`config.mk`:
```
export PLATFORM = sky130hd
export DESIGN_NAME = mem_bus_arbiter
export DESIGN_NICKNAME = d
export VERILOG_FILES = /design/src/rtl/mem_bus_arbiter.sv
export SDC_FILE = /design/constraint.sdc
export NUM_CORES = 1
export LEC_CHECK = 0
export ABC_AREA = 1
export BUFFER_PORTS_ARGS = -buffer_cell sky130_fd_sc_hd__clkbuf_2
export CAP_MARGIN = 20
export CORE_ASPECT_RATIO = 1.5
export CORE_MARGIN = 4
export CORE_UTILIZATION = 48
export CTS_CLUSTER_SIZE = 10
export DETAILED_ROUTE_END_ITERATION = 7
export PLACE_DENSITY = 0.8
export SLEW_MARGIN = 30
export SYNTH_ARGS = -nofsm -noshare
export SYNTH_HDL_FRONTEND = slang
export SYNTH_SLANG_ARGS = --single-unit
```
`constraint.sdc`:
```
create_clock -name clk -period 2 [get_ports clk]
set_input_delay 0.1 -clock clk [delete_from_list [all_inputs] [get_ports clk]]
set_output_delay 0.1 -clock clk [all_outputs]
set_load 0.05 [all_outputs]
```
`src/rtl/mem_bus_arbiter.sv`:
```
// Shares one external memory bus between instruction fetch and data access,
// one transaction at a time. Define MEM_ARB_RR_EN for round-robin arbitration.
module mem_bus_arbiter (
  input  logic        clk,
  input  logic        resetn,
  input  logic        i_en,
  input  logic [31:0] i_addr,
  output logic [31:0] i_rdata,
  output logic        i_stallreq,
  input  logic        if_stall,
  input  logic        if_flush,
  input  logic        d_en,
  input  logic [3:0]  d_wen,
  input  logic [31:0] d_addr,
  input  logic [31:0] d_wdata,
  output logic [31:0] d_rdata,
  output logic        d_stallreq,
  input  logic        mem_stall,
  output logic        bus_req,
  output logic        bus_wr,
  output logic [3:0]  bus_wstrb,
  output logic [31:0] bus_addr,
  output logic [31:0] bus_wdata,
  input  logic        bus_addr_ok,
  input  logic        bus_data_ok,
  input  logic [31:0] bus_rdata
);

  typedef enum logic [2:0] {IDLE, I_REQ, I_WAIT, D_REQ, D_WAIT} state_t;

  state_t      state_q, state_d;
  logic        bus_req_q, bus_req_d;
  logic        bus_wr_q, bus_wr_d;
  logic [3:0]  bus_wstrb_q, bus_wstrb_d;
  logic [31:0] bus_addr_q, bus_addr_d;
  logic [31:0] bus_wdata_q, bus_wdata_d;
  logic        i_done_q, i_done_d;
  logic        d_done_q, d_done_d;
  logic        drop_q, drop_d;
  logic [31:0] i_buf_q, i_buf_d;
  logic [31:0] d_buf_q, d_buf_d;
`ifdef MEM_ARB_RR_EN
  logic        rr_last_q, rr_last_d;
`endif

  logic i_pend, d_pend, i_cmpl, d_cmpl, grant_i, grant_d;

  always_comb begin
    i_pend = i_en & ~i_done_q;
    d_pend = d_en & ~d_done_q;
    // A dropped fetch never counts as a completion.
    i_cmpl = (state_q == I_WAIT) & bus_data_ok & ~drop_q;
    d_cmpl = (state_q == D_WAIT) & bus_data_ok;
`ifdef MEM_ARB_RR_EN
    // rr_last=0 means data was granted last, so fetch wins a tie.
    grant_d = d_pend & (~i_pend | rr_last_q);
`else
    grant_d = d_pend;
`endif
    grant_i = i_pend & ~grant_d;
  end

  always_comb begin
    state_d     = state_q;
    bus_req_d   = bus_req_q;
    bus_wr_d    = bus_wr_q;
    bus_wstrb_d = bus_wstrb_q;
    bus_addr_d  = bus_addr_q;
    bus_wdata_d = bus_wdata_q;
    drop_d      = drop_q;
`ifdef MEM_ARB_RR_EN
    rr_last_d   = rr_last_q;
`endif
    case (state_q)
      IDLE: begin
        if (grant_d) begin
          state_d     = D_REQ;
          bus_req_d   = 1'b1;
          bus_wr_d    = |d_wen;
          bus_wstrb_d = d_wen;
          bus_addr_d  = d_addr;
          bus_wdata_d = d_wdata;
`ifdef MEM_ARB_RR_EN
          rr_last_d   = 1'b0;
`endif
        end else if (grant_i) begin
          state_d     = I_REQ;
          bus_req_d   = 1'b1;
          bus_wr_d    = 1'b0;
          bus_wstrb_d = 4'h0;
          bus_addr_d  = i_addr;
`ifdef MEM_ARB_RR_EN
          rr_last_d   = 1'b1;
`endif
        end
      end
      I_REQ: begin
        if (bus_addr_ok) begin
          state_d   = I_WAIT;
          bus_req_d = 1'b0;
          if (if_flush) drop_d = 1'b1;
        end else if (if_flush) begin
          state_d   = IDLE;
          bus_req_d = 1'b0;
        end
      end
      I_WAIT: begin
        // A flush coinciding with data_ok needs no drop: the data is already gone.
        if (bus_data_ok) begin
          state_d = IDLE;
          drop_d  = 1'b0;
        end else if (if_flush) begin
          drop_d  = 1'b1;
        end
      end
      D_REQ: begin
        if (bus_addr_ok) begin
          state_d   = D_WAIT;
          bus_req_d = 1'b0;
        end
      end
      D_WAIT: begin
        if (bus_data_ok) state_d = IDLE;
      end
      default: begin
        state_d   = IDLE;
        bus_req_d = 1'b0;
      end
    endcase
  end

  always_comb begin
    i_done_d = i_done_q;
    i_buf_d  = i_buf_q;
    d_done_d = d_done_q;
    d_buf_d  = d_buf_q;
    if (i_cmpl && if_stall && !if_flush) begin
      i_done_d = 1'b1;
      i_buf_d  = bus_rdata;
    end else if (!if_stall || if_flush) begin
      i_done_d = 1'b0;
    end
    if (d_cmpl && mem_stall) begin
      d_done_d = 1'b1;
      d_buf_d  = bus_rdata;
    end else if (!mem_stall) begin
      d_done_d = 1'b0;
    end
  end

  always_ff @(posedge clk or negedge resetn) begin
    if (!resetn) begin
      state_q     <= IDLE;
      bus_req_q   <= 1'b0;
      bus_wr_q    <= 1'b0;
      bus_wstrb_q <= 4'h0;
      bus_addr_q  <= 32'h0;
      bus_wdata_q <= 32'h0;
      i_done_q    <= 1'b0;
      d_done_q    <= 1'b0;
      drop_q      <= 1'b0;
      i_buf_q     <= 32'h0;
      d_buf_q     <= 32'h0;
`ifdef MEM_ARB_RR_EN
      rr_last_q   <= 1'b0;
`endif
    end else begin
      state_q     <= state_d;
      bus_req_q   <= bus_req_d;
      bus_wr_q    <= bus_wr_d;
      bus_wstrb_q <= bus_wstrb_d;
      bus_addr_q  <= bus_addr_d;
      bus_wdata_q <= bus_wdata_d;
      i_done_q    <= i_done_d;
      d_done_q    <= d_done_d;
      drop_q      <= drop_d;
      i_buf_q     <= i_buf_d;
      d_buf_q     <= d_buf_d;
`ifdef MEM_ARB_RR_EN
      rr_last_q   <= rr_last_d;
`endif
    end
  end

  assign bus_req    = bus_req_q;
  assign bus_wr     = bus_wr_q;
  assign bus_wstrb  = bus_wstrb_q;
  assign bus_addr   = bus_addr_q;
  assign bus_wdata  = bus_wdata_q;
  assign i_rdata    = i_cmpl ? bus_rdata : i_buf_q;
  assign d_rdata    = d_cmpl ? bus_rdata : d_buf_q;
  assign i_stallreq = i_en & ~i_done_q & ~i_cmpl;
  assign d_stallreq = d_en & ~d_done_q & ~d_cmpl;

endmodule

```
==> Word level (Yosys, flattened, before mapping) <==
Cells that the tools add are included.
{ "word_totals": {"latchBits": 0, "ramBits": 0, "rom_bits": 0, "mem_count": 0, "ff_bits": 140} }
{ "classes": {"n_eq_ne": 10, "multipliers": 0, "div_mod_pow": 0, "order_cmp": 0, "bitwise_logic": 15, "mux": 29, "shift": 0, "n_reduce_logical": 17, "add_sub_neg": 0} }
{ "ops": {"columns": ["op", "n"], "rows": [
  ["32-bit two-way mux", 4],
  ["3-bit two-way mux", 6],
  ["1-bit two-way mux", 14],
  ["3-bit case mux with 4 select lines", 1],
  ["1-bit bitwise AND", 8],
  ["4-bit two-way mux", 2],
  ["4-bit AND reduction", 2],
  ["1-bit inverter", 7],
  ["3-bit by 2-bit equality test with 1-bit output (second input constant)", 2],
  ["3-bit != test (second input constant)", 2],
  ["2-bit AND reduction", 3],
  ["2-bit nonzero test", 3],
  ["2-bit by 1-bit != test with 1-bit output (second input constant)", 2],
  ["2-bit != test (second input constant)", 2],
  ["1-bit case mux with 4 select lines", 1],
  ["4-bit OR reduction", 1],
  ["3-bit by 1-bit equality test with 1-bit output (second input constant)", 1],
  ["3-bit equality test (second input constant)", 1],
  ["1-bit logical AND", 3],
  ["3-bit zero test", 1],
  ["1-bit zero test", 2],
  ["1-bit case mux with 2 select lines", 1],
  ["2-bit OR reduction", 1],
  ["1-bit logical OR", 1]
]} }

==> Depth between registers and ports, before layout <==
Gate-level depths: netlist of the first run.
{ "logic_depth": {"depth_word": 7, "ltp_mapped": 10, "ltp_nobuf": 8} }

==> Worst setup path before layout of the first run <==
OpenSTA, ideal clock, no wires.
{ "synth_timing": {"path_kind": "reg2out", "from": "register state_q[2]", "to": "output i_rdata[22]", "path_slack_ps": -246, "path_stages_with_launch": 7, "required_time_ps": 1900, "path_buffers": 1, "t_arrival_ps": 2146, "cell_sequence": "dfrtp_1 -> inv_1 -> nand3_2 -> nor3_4 -> inv_2 -> clkbuf_1 -> o21ai_0"} }
{ "synth_between": {"elab_chain_len": 4} }
{ "synth_rtl": {"columns": ["item", "line_no", "text"], "rows": [
  ["start, declared", "31", "state_t state_q, state_d;"],
  ["start signal, assigned", "168", "state_q <= state_d;"],
  ["3-bit by 2-bit equality test with 1-bit output", "52", "i_cmpl = (state_q == I_WAIT) & bus_data_ok & ~drop_q;"],
  ["1-bit bitwise AND (2 in series)", "52", null],
  ["32-bit two-way mux", "190", "assign i_rdata = i_cmpl ? bus_rdata : i_buf_q;"],
  ["end, declared", "8", "output logic [31:0] i_rdata,"]
]} }
No other way between the ends.

==> Worst setup path after layout of the first run <==
{ "layout_timing": {"from": "register state_q[0]", "to": "output i_rdata[12]"} }
The elaborated chain is that of the path after synthesis.

==> results of run 1 <==
-- kinds of logic after synthesis --
group,count (synthesis),synth area share (%)
buffers and inverters,99,6.20
and+or+nand+nor,441,27.7
DFF,140,53.4
AOI/OAI and AO/OA,134,12.7
-- repair_timing --
action | 4_1_cts | 5_1_grt
gates cloned | 1 | 2
pin swaps | 0 | 1
buffers inserted | 2 | 7
gates resized for setup | 52 | 159
endpoints found under the setup margin | 57 | 98
hold buffers | 105 | 0
endpoints found under the hold margin | 153 | 0
-- sequential cells by signal (all words and copies together) (netlist names) --
| signal | cells |
|---|---|
| i_done_q | 1 |
| bus_wr | 1 |
| bus_addr | 32 |
| bus_wdata | 32 |
| d_done_q | 1 |
| i_buf_q | 32 |
| drop_q | 1 |
| d_buf_q | 32 |
| bus_wstrb | 4 |
| state_q | 3 |
| bus_req | 1 |
-- layout make-up --
type / count / area, sq um
clock buffer: 19 / 453
fill: 842 / 3100
inverter: 50 / 194
tap: 162 / 203
sequential: 140 / 3510
timing repair buffer: 411 / 3050
clock inverter: 13 / 131
multi-input combinational: 575 / 2820
antenna: 2 / 5.00
-- Yosys cell counts (all sizes together) --
library cell,count,area share (%)
nor3,2,0.32
o211ai,32,3.7
nand3b,1,0.11
dfrtp,140,53
nand2,354,20
o21ai,66,5.0
a31oi,1,0.095
inv,50,2.9
or2,32,3.1
nand3,41,3.2
nor2,11,0.71
o21a,32,3.7
clkbuf,21,1.2
o31ai,1,0.11
a21oi,2,0.15
buf,28,2.1
-- metrics by stage --
| stage | std cells | cell area [sq um] | util [%] |
|---|---|---|---|
| global route | 1372 | 10400 | 77.0 |
| floorplan | 814 | 6650 | - |
| global placement | 1222 | 8220 | 61.1 |
| finish | 1372 | 10400 | 77.0 |
| detailed placement | 1222 | 8220 | 61.1 |
| CTS | 1362 | 10000 | 74.4 |
-- path summary, 6_finish.rpt --
check                      cells after the start  slack, ns             to     startpoint
max                                            8     -0.002    i_rdata[12]     state_q[0]
min                                            4       0.02   bus_addr[16]     d_addr[16]
max reg2reg                                    8       0.13     i_buf_q[6]     state_q[0]
min reg2reg                                    2       0.47  bus_wdata[21]  bus_wdata[21]
max in group asynchronous                      3       1.07     state_q[1]         resetn
min in group asynchronous                      2       0.20  bus_wdata[17]         resetn
-- metal layers --
metal / track usage [%] / share of wire (%)
met1: 30.9 / 34
met2: 48.5 / 54
met3: 6.77 / 7.4
met4: 15.7 / 5.1
met5: 0 / 0
-- where the power goes --
part           switching, mW  internal (mW)
registers              0.861           4.22
logic                   8.34           3.40
clock network           1.27           1.80
-- tightest hold or removal path, stage by stage --
cell	delay, ns
clkbuf_2	0.07
or2_2	0.09
o211ai_1	0.08
nand2_1	0.06
==> impl_metrics.ini, run 1 <==
[sta]
tns_ns = -0.00205
finalSetupViolCount = 1
slew_viol_final = 0
timing.hold.ws_ns = 0.0179
rsz0062_at_grt = yes
hold_viol = 0
period_share_pct = 100
setup_ws_ns = -0.00205
slew_headroom_pct = 72.9
clock.fmax_mhz = 499
tightestPinTransition_ns = 0.406
min_period_ns = 2.00
fin_worst_skew_ns = 0.0108

[place]
preCtsSetupSlack_ns = 0.143
io_buffers = 276
gp_congestion = 0.922
hpwlAfterDp_mm = 13.7

[clocking]
cts_buffers = 17
clk_pin_slew_worst_paths_ns = 0.06
cts_tree = built
numClockSinks = 140
clk_path_buf_depth = 2
cts_root_buf = clkbuf_16
h-tree-depth = 4
clk_latency_ns = 0.41

[grt]
grt_pass1_wl_mm = 34.2
antenna_found_initial = 2
grt_remaining_overflow = 0
track_usage_pct = 28.1
grt_pass1_vias = 7102
grt_start_max_net_pins = 67

[power_and_ir_drop]
cellPowerDensity_nw_per_um2 = 1920
power_mw = 19.9
leakagePower_nw = 5.57
peakVddDrop_mv = 1.23

[detailed_routing]
vias_per_cell = 5.23
remaining_drc_errors = 0
drt_iter0_drc = 250
via_count = 7181
postRouteAntennaNets = 0
wl_per_cell_microns = 16.7
firstDrtPassIters = 7
wirelength_mm = 22.9

[floorplan]
fp.coreArea_sq_um = 13500
fp.dieW_microns = 103
ios = 277
num_rows = 52
floorplan.die_area_sq_um = 15600
fp.dieH_microns = 151
start_util_pct = 48.7

[synthesis]
synth_cells = 814
synth_area_per_cell_sq_um = 8.06
synthesis.area_sq_um = 6560
ys_ff_latch = 140
yosysWarnings = 0
synthDistinctLibCells = 21
ys_seq_area_share_pct = 53.4
mappedNetlistNets = 955

[critical_path]
crit_family = buffers and inverters
start_kind = register
slowest_delay_ns = 0.41
worstSetupPathType = reg2out
crit_path_top_delay_cell = dfrtp_1
worstPathArrival_ns = 1.90
critPathBufInv = 4
path_cells = inv_2, nand3_4, nor3_4, inv_4, buf_16, nand2_1, o21ai_2, buf_6
worstPathRequired_ns = 1.90
cp-end-kind = output pin
path_max_fanout = 26

[finish]
synthToLayoutAreaGrowth_pct = 58.1
final_common_cell = nand2_1
drive_above_1_share_pct = 35.1
most-common-layout-cells = nand2_1, clkbuf_2, dfrtp_1, dlygate4sd3_1, inv_1
nNetsFinal = 1336

[job]
cap_violations = 0

[min_path]
hp-class = in2reg

[status]
outcome = complete, but fails checks
violations = setup timing
No activity file was read; power rests on OpenSTA's default activity.
==> run 2: changes to the inputs <==
--- a/config.mk
+++ b/config.mk
@@ -10,10 +10,10 @@
 export CAP_MARGIN = 20
 export CORE_ASPECT_RATIO = 1.5
 export CORE_MARGIN = 4
-export CORE_UTILIZATION = 48
+export CORE_UTILIZATION = 44
 export CTS_CLUSTER_SIZE = 10
 export DETAILED_ROUTE_END_ITERATION = 7
-export PLACE_DENSITY = 0.8
+export PLACE_DENSITY = 0.77
 export SLEW_MARGIN = 30
 export SYNTH_ARGS = -nofsm -noshare
 export SYNTH_HDL_FRONTEND = slang
==> constraint.sdc (replaced) <==
create_clock -name clk -period 1.7 [get_ports clk]
set_input_delay 0.085 -clock clk [delete_from_list [all_inputs] [get_ports clk]]
set_output_delay 0.085 -clock clk [all_outputs]
set_load 0.05 [all_outputs]
==> run 2 against run 1 <==
The flow still finishes with violations (setup timing). Highest routed layer unchanged. Largest power group unchanged. Critical endpoint is now d_rdata[6]. Design area grew 12%. Critical path depth is 1 lower. Worst hold slack lost 0.0038 ns.
==> impl_metrics.ini, run 2 (synthesized netlist as in run 1, its figures left out) <==
[sta]
slew_viol_final = 0
min_period_ns = 1.94
clock.fmax_mhz = 514
fin_worst_skew_ns = 0.0110
tightestPinTransition_ns = 0.422
rsz0062_at_grt = yes
hold_viol = 0
finalSetupViolCount = 89
slew_headroom_pct = 71.9
setup_ws_ns = -0.245
period_share_pct = 114

[power_and_ir_drop]
power_mw = 26.1
cellPowerDensity_nw_per_um2 = 2240
leakagePower_nw = 6.00
peakVddDrop_mv = 1.51

[critical_path]
path_cells = buf_4, nor2_4, nand3_4, buf_12, o21ai_1, buf_4, buf_12
worstPathRequired_ns = 1.62
path_max_fanout = 20
critPathBufInv = 4
cp-end-kind = output pin
crit_family = buffers and inverters
worstSetupPathType = reg2out
cp.depth = 7
reg2reg_depth = 9
worstPathArrival_ns = 1.86
slowest_delay_ns = 0.39
start_kind = register
crit_path_top_delay_cell = dfrtp_1

[floorplan]
start_util_pct = 44.9
floorplan.die_area_sq_um = 17000
fp.coreArea_sq_um = 14600
fp.dieH_microns = 158
fp.dieW_microns = 108
num_rows = 54
ios = 277

[finish]
drive_above_1_share_pct = 38.8
fillCellCount = 841
most-common-layout-cells = nand2_1, clkbuf_2, dfrtp_1, dlygate4sd3_1, inv_1
synthToLayoutAreaGrowth_pct = 77.6
fin_cells = 1438
nNetsFinal = 1369
final_common_cell = nand2_1
post-route-util_pct = 79.8

[grt]
grt_start_max_net_pins = 47
antenna_found_initial = 1
grt_pass1_wl_mm = 38.6
grt_pass1_vias = 7980
grt_remaining_overflow = 0
track_usage_pct = 28.8

[place]
io_buffers = 276
gp_congestion = 0.840
place_inst = 1271
hpwlAfterDp_mm = 14.4

[detailed_routing]
via_count = 7575
vias_per_cell = 5.27
firstDrtPassIters = 7
remaining_drc_errors = 0
postRouteAntennaNets = 0
wl_per_cell_microns = 18.2
drt_iter0_drc = 553
wirelength_mm = 26.1

[clocking]
cts_tree = built
clk_latency_ns = 0.41
cts_root_buf = clkbuf_16
numClockSinks = 140
clk_path_buf_depth = 2
clk_pin_slew_worst_paths_ns = 0.06
h-tree-depth = 4
cts_buffers = 17

[job]
cap_violations = 0

[min_path]
worstHoldPathCells = 4
hp-class = in2reg

[status]
violations = setup timing
outcome = complete, but fails checks
run 2: through the flow:
stage               instance area (sq um)  setup slack [ns]  hold slack (ns)  TNS, ns
floorplan                            6830            -0.372           -0.211   -10.53
global placement                     8780             0.114           0.0413        0
detailed placement                   8780            0.0547           0.0399        0
CTS                                 11300            -0.219         0.000233    -9.92
global route                        11600            -0.348           0.0141   -20.97
finish                              11600            -0.245           0.0141   -13.65
run 2: timing repair:
item,4_1_cts,5_1_grt
setup buffers,4,5
gates cloned,1,4
endpoints found under the setup margin,66,68
gates resized for setup,158,82
pin swaps,1,1
hold buffers,120,0
endpoints found under the hold margin,206,0
run 2: metal layers:
| metal | GRT usage [%] | wire [microns] |
|---|---|---|
| met1 | 29.1 | 8580 |
| met2 | 51.6 | 14100 |
| met3 | 7.35 | 1750 |
| met4 | 18.9 | 1740 |
| met5 | 0 | 0 |
run 2: path summary, 6_finish.rpt:
kind / start / end / slack [ns]
worst max-delay path: state_q[0] / d_rdata[6] / -0.24
worst min-delay path: d_addr[20] / bus_addr[20] / 0.01
worst max register to register: state_q[0] / d_buf_q[12] / -0.13
worst min register to register: bus_wdata[20] / bus_wdata[20] / 0.47
max in group asynchronous: resetn / bus_wdata[4] / 0.89
min in group asynchronous: resetn / d_buf_q[10] / 0.18
run 2: tightest hold or removal path, cell delays in order:
cell,delay [ns]
clkbuf_2,0.07
or2_2,0.09
o211ai_1,0.08
nand2_1,0.06
run 2: where the power goes:
part	internal [mW]	leakage [nW]	switching [mW]
clock	2.55	0.300	1.46
sequential	4.97	1.75	1.07
combinational	5.54	3.94	10.6
total	13.1	6.00	13.1
run 2: cell type report:
cell class / instances / area [sq um] / share of cell area (%)
Tap cell: 196 / 245 / 2.11
Sequential cell: 140 / 3500 / 30.1
Timing Repair Buffer: 444 / 3840 / 33.0
Inverter: 50 / 190 / 1.63
Clock buffer: 20 / 457 / 3.92
Clock inverter: 12 / 185 / 1.59
Antenna cell: 1 / 2.50 / 0.0215
Multi-Input combinational cell: 575 / 3220 / 27.7
==> run 3: changes to the inputs <==
--- a/config.mk
+++ b/config.mk
@@ -11,6 +11,7 @@
 export CORE_ASPECT_RATIO = 1.5
 export CORE_MARGIN = 4
 export CORE_UTILIZATION = 44
+export CTS_BUF_LIST = sky130_fd_sc_hd__clkbuf_16
 export CTS_CLUSTER_SIZE = 10
 export DETAILED_ROUTE_END_ITERATION = 7
 export PLACE_DENSITY = 0.77
==> run 3 against run 2 <==
The run still ends with setup timing left. Worst setup slack got worse by 0.065 ns. Utilization increased by 1.1 points. Global-route usage increased by 0.32 points. Worst hold slack improved by 0.0015 ns. Maximum frequency decreased by 3.2%. Highest routed layer unchanged. Non-clock buffer count increased by 6.
==> impl_metrics.ini, run 3 (synthesized netlist as in run 1, its figures left out) <==
[floorplan]
fp.coreArea_sq_um = 14600
floorplan.die_area_sq_um = 17000
start_util_pct = 44.9
num_rows = 54
ios = 277
fp.dieH_microns = 158
fp.dieW_microns = 108

[place]
gp_congestion = 0.840
preCtsSetupSlack_ns = 0.0547
hpwlAfterDp_mm = 14.4
place_inst = 1271
place_area_sq_um = 8780
io_buffers = 276

[critical_path]
r2r-start = state_q[0]
worstSetupPathType = reg2out
crit_path_top_delay_cell = dfrtp_1
crit_start = state_q[0]
reg2reg_depth = 9
path_max_fanout = 21
worstPathRequired_ns = 1.62
slowest_delay_ns = 0.39
path_cells = inv_1, nand3_2, nor3_4, inv_4, buf_12, o21ai_4, clkbuf_8
start_kind = register
cp-end-kind = output pin
worstPathArrival_ns = 1.93

[grt]
grt_pass1_wl_mm = 39.0
grt_pass1_vias = 7970
grt_remaining_overflow = 0
grt_start_max_net_pins = 47
track_usage_pct = 29.1
antenna_found_initial = 1

[min_path]
worstHoldPathCells = 4
min_from = d_addr[22]
hp-class = in2reg

[job]
cap_violations = 0

[clocking]
cts_tree = built
cts_root_buf = clkbuf_16
h-tree-depth = 4
clk_latency_ns = 0.41
cts_buffers = 17
clk_pin_slew_worst_paths_ns = 0.06
numClockSinks = 140
clk_path_buf_depth = 2

[sta]
slew_headroom_pct = 71.8
rsz0062_at_grt = yes
fin_worst_skew_ns = 0.0102
slew_viol_final = 0
finalSetupViolCount = 98
setup_ws_ns = -0.310
period_share_pct = 118
min_period_ns = 2.01
tightestPinTransition_ns = 0.423
hold_viol = 0
clock.fmax_mhz = 497

[finish]
final_common_cell = nand2_1
fin_cells = 1444
most-common-layout-cells = nand2_1, clkbuf_2, dfrtp_1, dlygate4sd3_1, inv_1
regArea_sq_um = 3500
multi_input_area_sq_um = 3280
nNetsFinal = 1375
drive_above_1_share_pct = 39.2
fin_area_sq_um = 11800
synthToLayoutAreaGrowth_pct = 79.9
fillCellCount = 818

[detailed_routing]
drt_iter0_drc = 554
vias_per_cell = 5.33
postRouteAntennaNets = 0
firstDrtPassIters = 6
wl_per_cell_microns = 19.1
via_count = 7699
wirelength_mm = 27.5
remaining_drc_errors = 0

[status]
outcome = complete, but fails checks
violations = setup timing

[power_and_ir_drop]
cellPowerDensity_nw_per_um2 = 2240
peakVddDrop_mv = 1.51
leakagePower_nw = 6.05
[run 3: final timing paths]
check | slack, ns | to
min in group asynchronous | 0.17 | d_buf_q[10]
max in group asynchronous | 0.90 | bus_wdata[4]
hold / removal | 0.02 | bus_addr[22]
setup reg to reg | -0.15 | d_buf_q[15]
setup / recovery | -0.31 | i_rdata[30]
hold reg to reg | 0.47 | i_buf_q[6]
[run 3: area by class of cell]
cell class | instances | area share (%)
inverter | 50 | 1.61
tap | 196 | 2.08
antenna | 1 | 0.0212
clock buffer | 17 | 3.60
timing repair buffer | 450 | 33.5
clock inverter | 15 | 1.66
multi-input combinational | 575 | 27.8
sequential | 140 | 29.7
[run 3: repair_timing]
item	CTS	global route
endpoints found under the hold margin	206	0
gates cloned	1	7
resized for setup	158	107
setup endpoints to repair	66	69
hold buffers	121	0
pin swaps	1	3
setup buffers	4	7
[run 3: metrics by stage]
step	total power [mW]	util, %	setup TNS (ns)	hold slack (ns)
after floorplan	15.5	-	-10.53	-0.211
after CTS	25.0	77.3	-9.91	0.0000830
final	26.4	80.9	-18.82	0.0156
after global routing	27.6	80.9	-26.04	0.0206
after detailed placement	19.3	60.1	0	0.0399
after global placement	19.1	60.1	0	0.0413
[run 3: metal layers]
metal  up-vias  GRT usage, %  routed length (microns)
met5         -             0                        0
met3       161          7.06                     1790
met4         0          18.4                     2050
met2       457          51.8                    14600
li1       3436             -                        -
met1      3645          30.3                     9150
[run 3: critical path: cells and delay by family (launching register included)]
family | cells | cell delay, ns
buffers and inverters | 4 | 0.61
AO/OA/AOI/OAI | 1 | 0.16
AND/OR/NAND/NOR | 2 | 0.34
flip-flops | 1 | 0.39
[run 3: power by group]
group          internal (mW)  switching, mW  leakage [nW]
Sequential              4.97           1.11          1.75
Clock                   2.46           1.46         0.293
Combinational           5.70           10.7          4.01
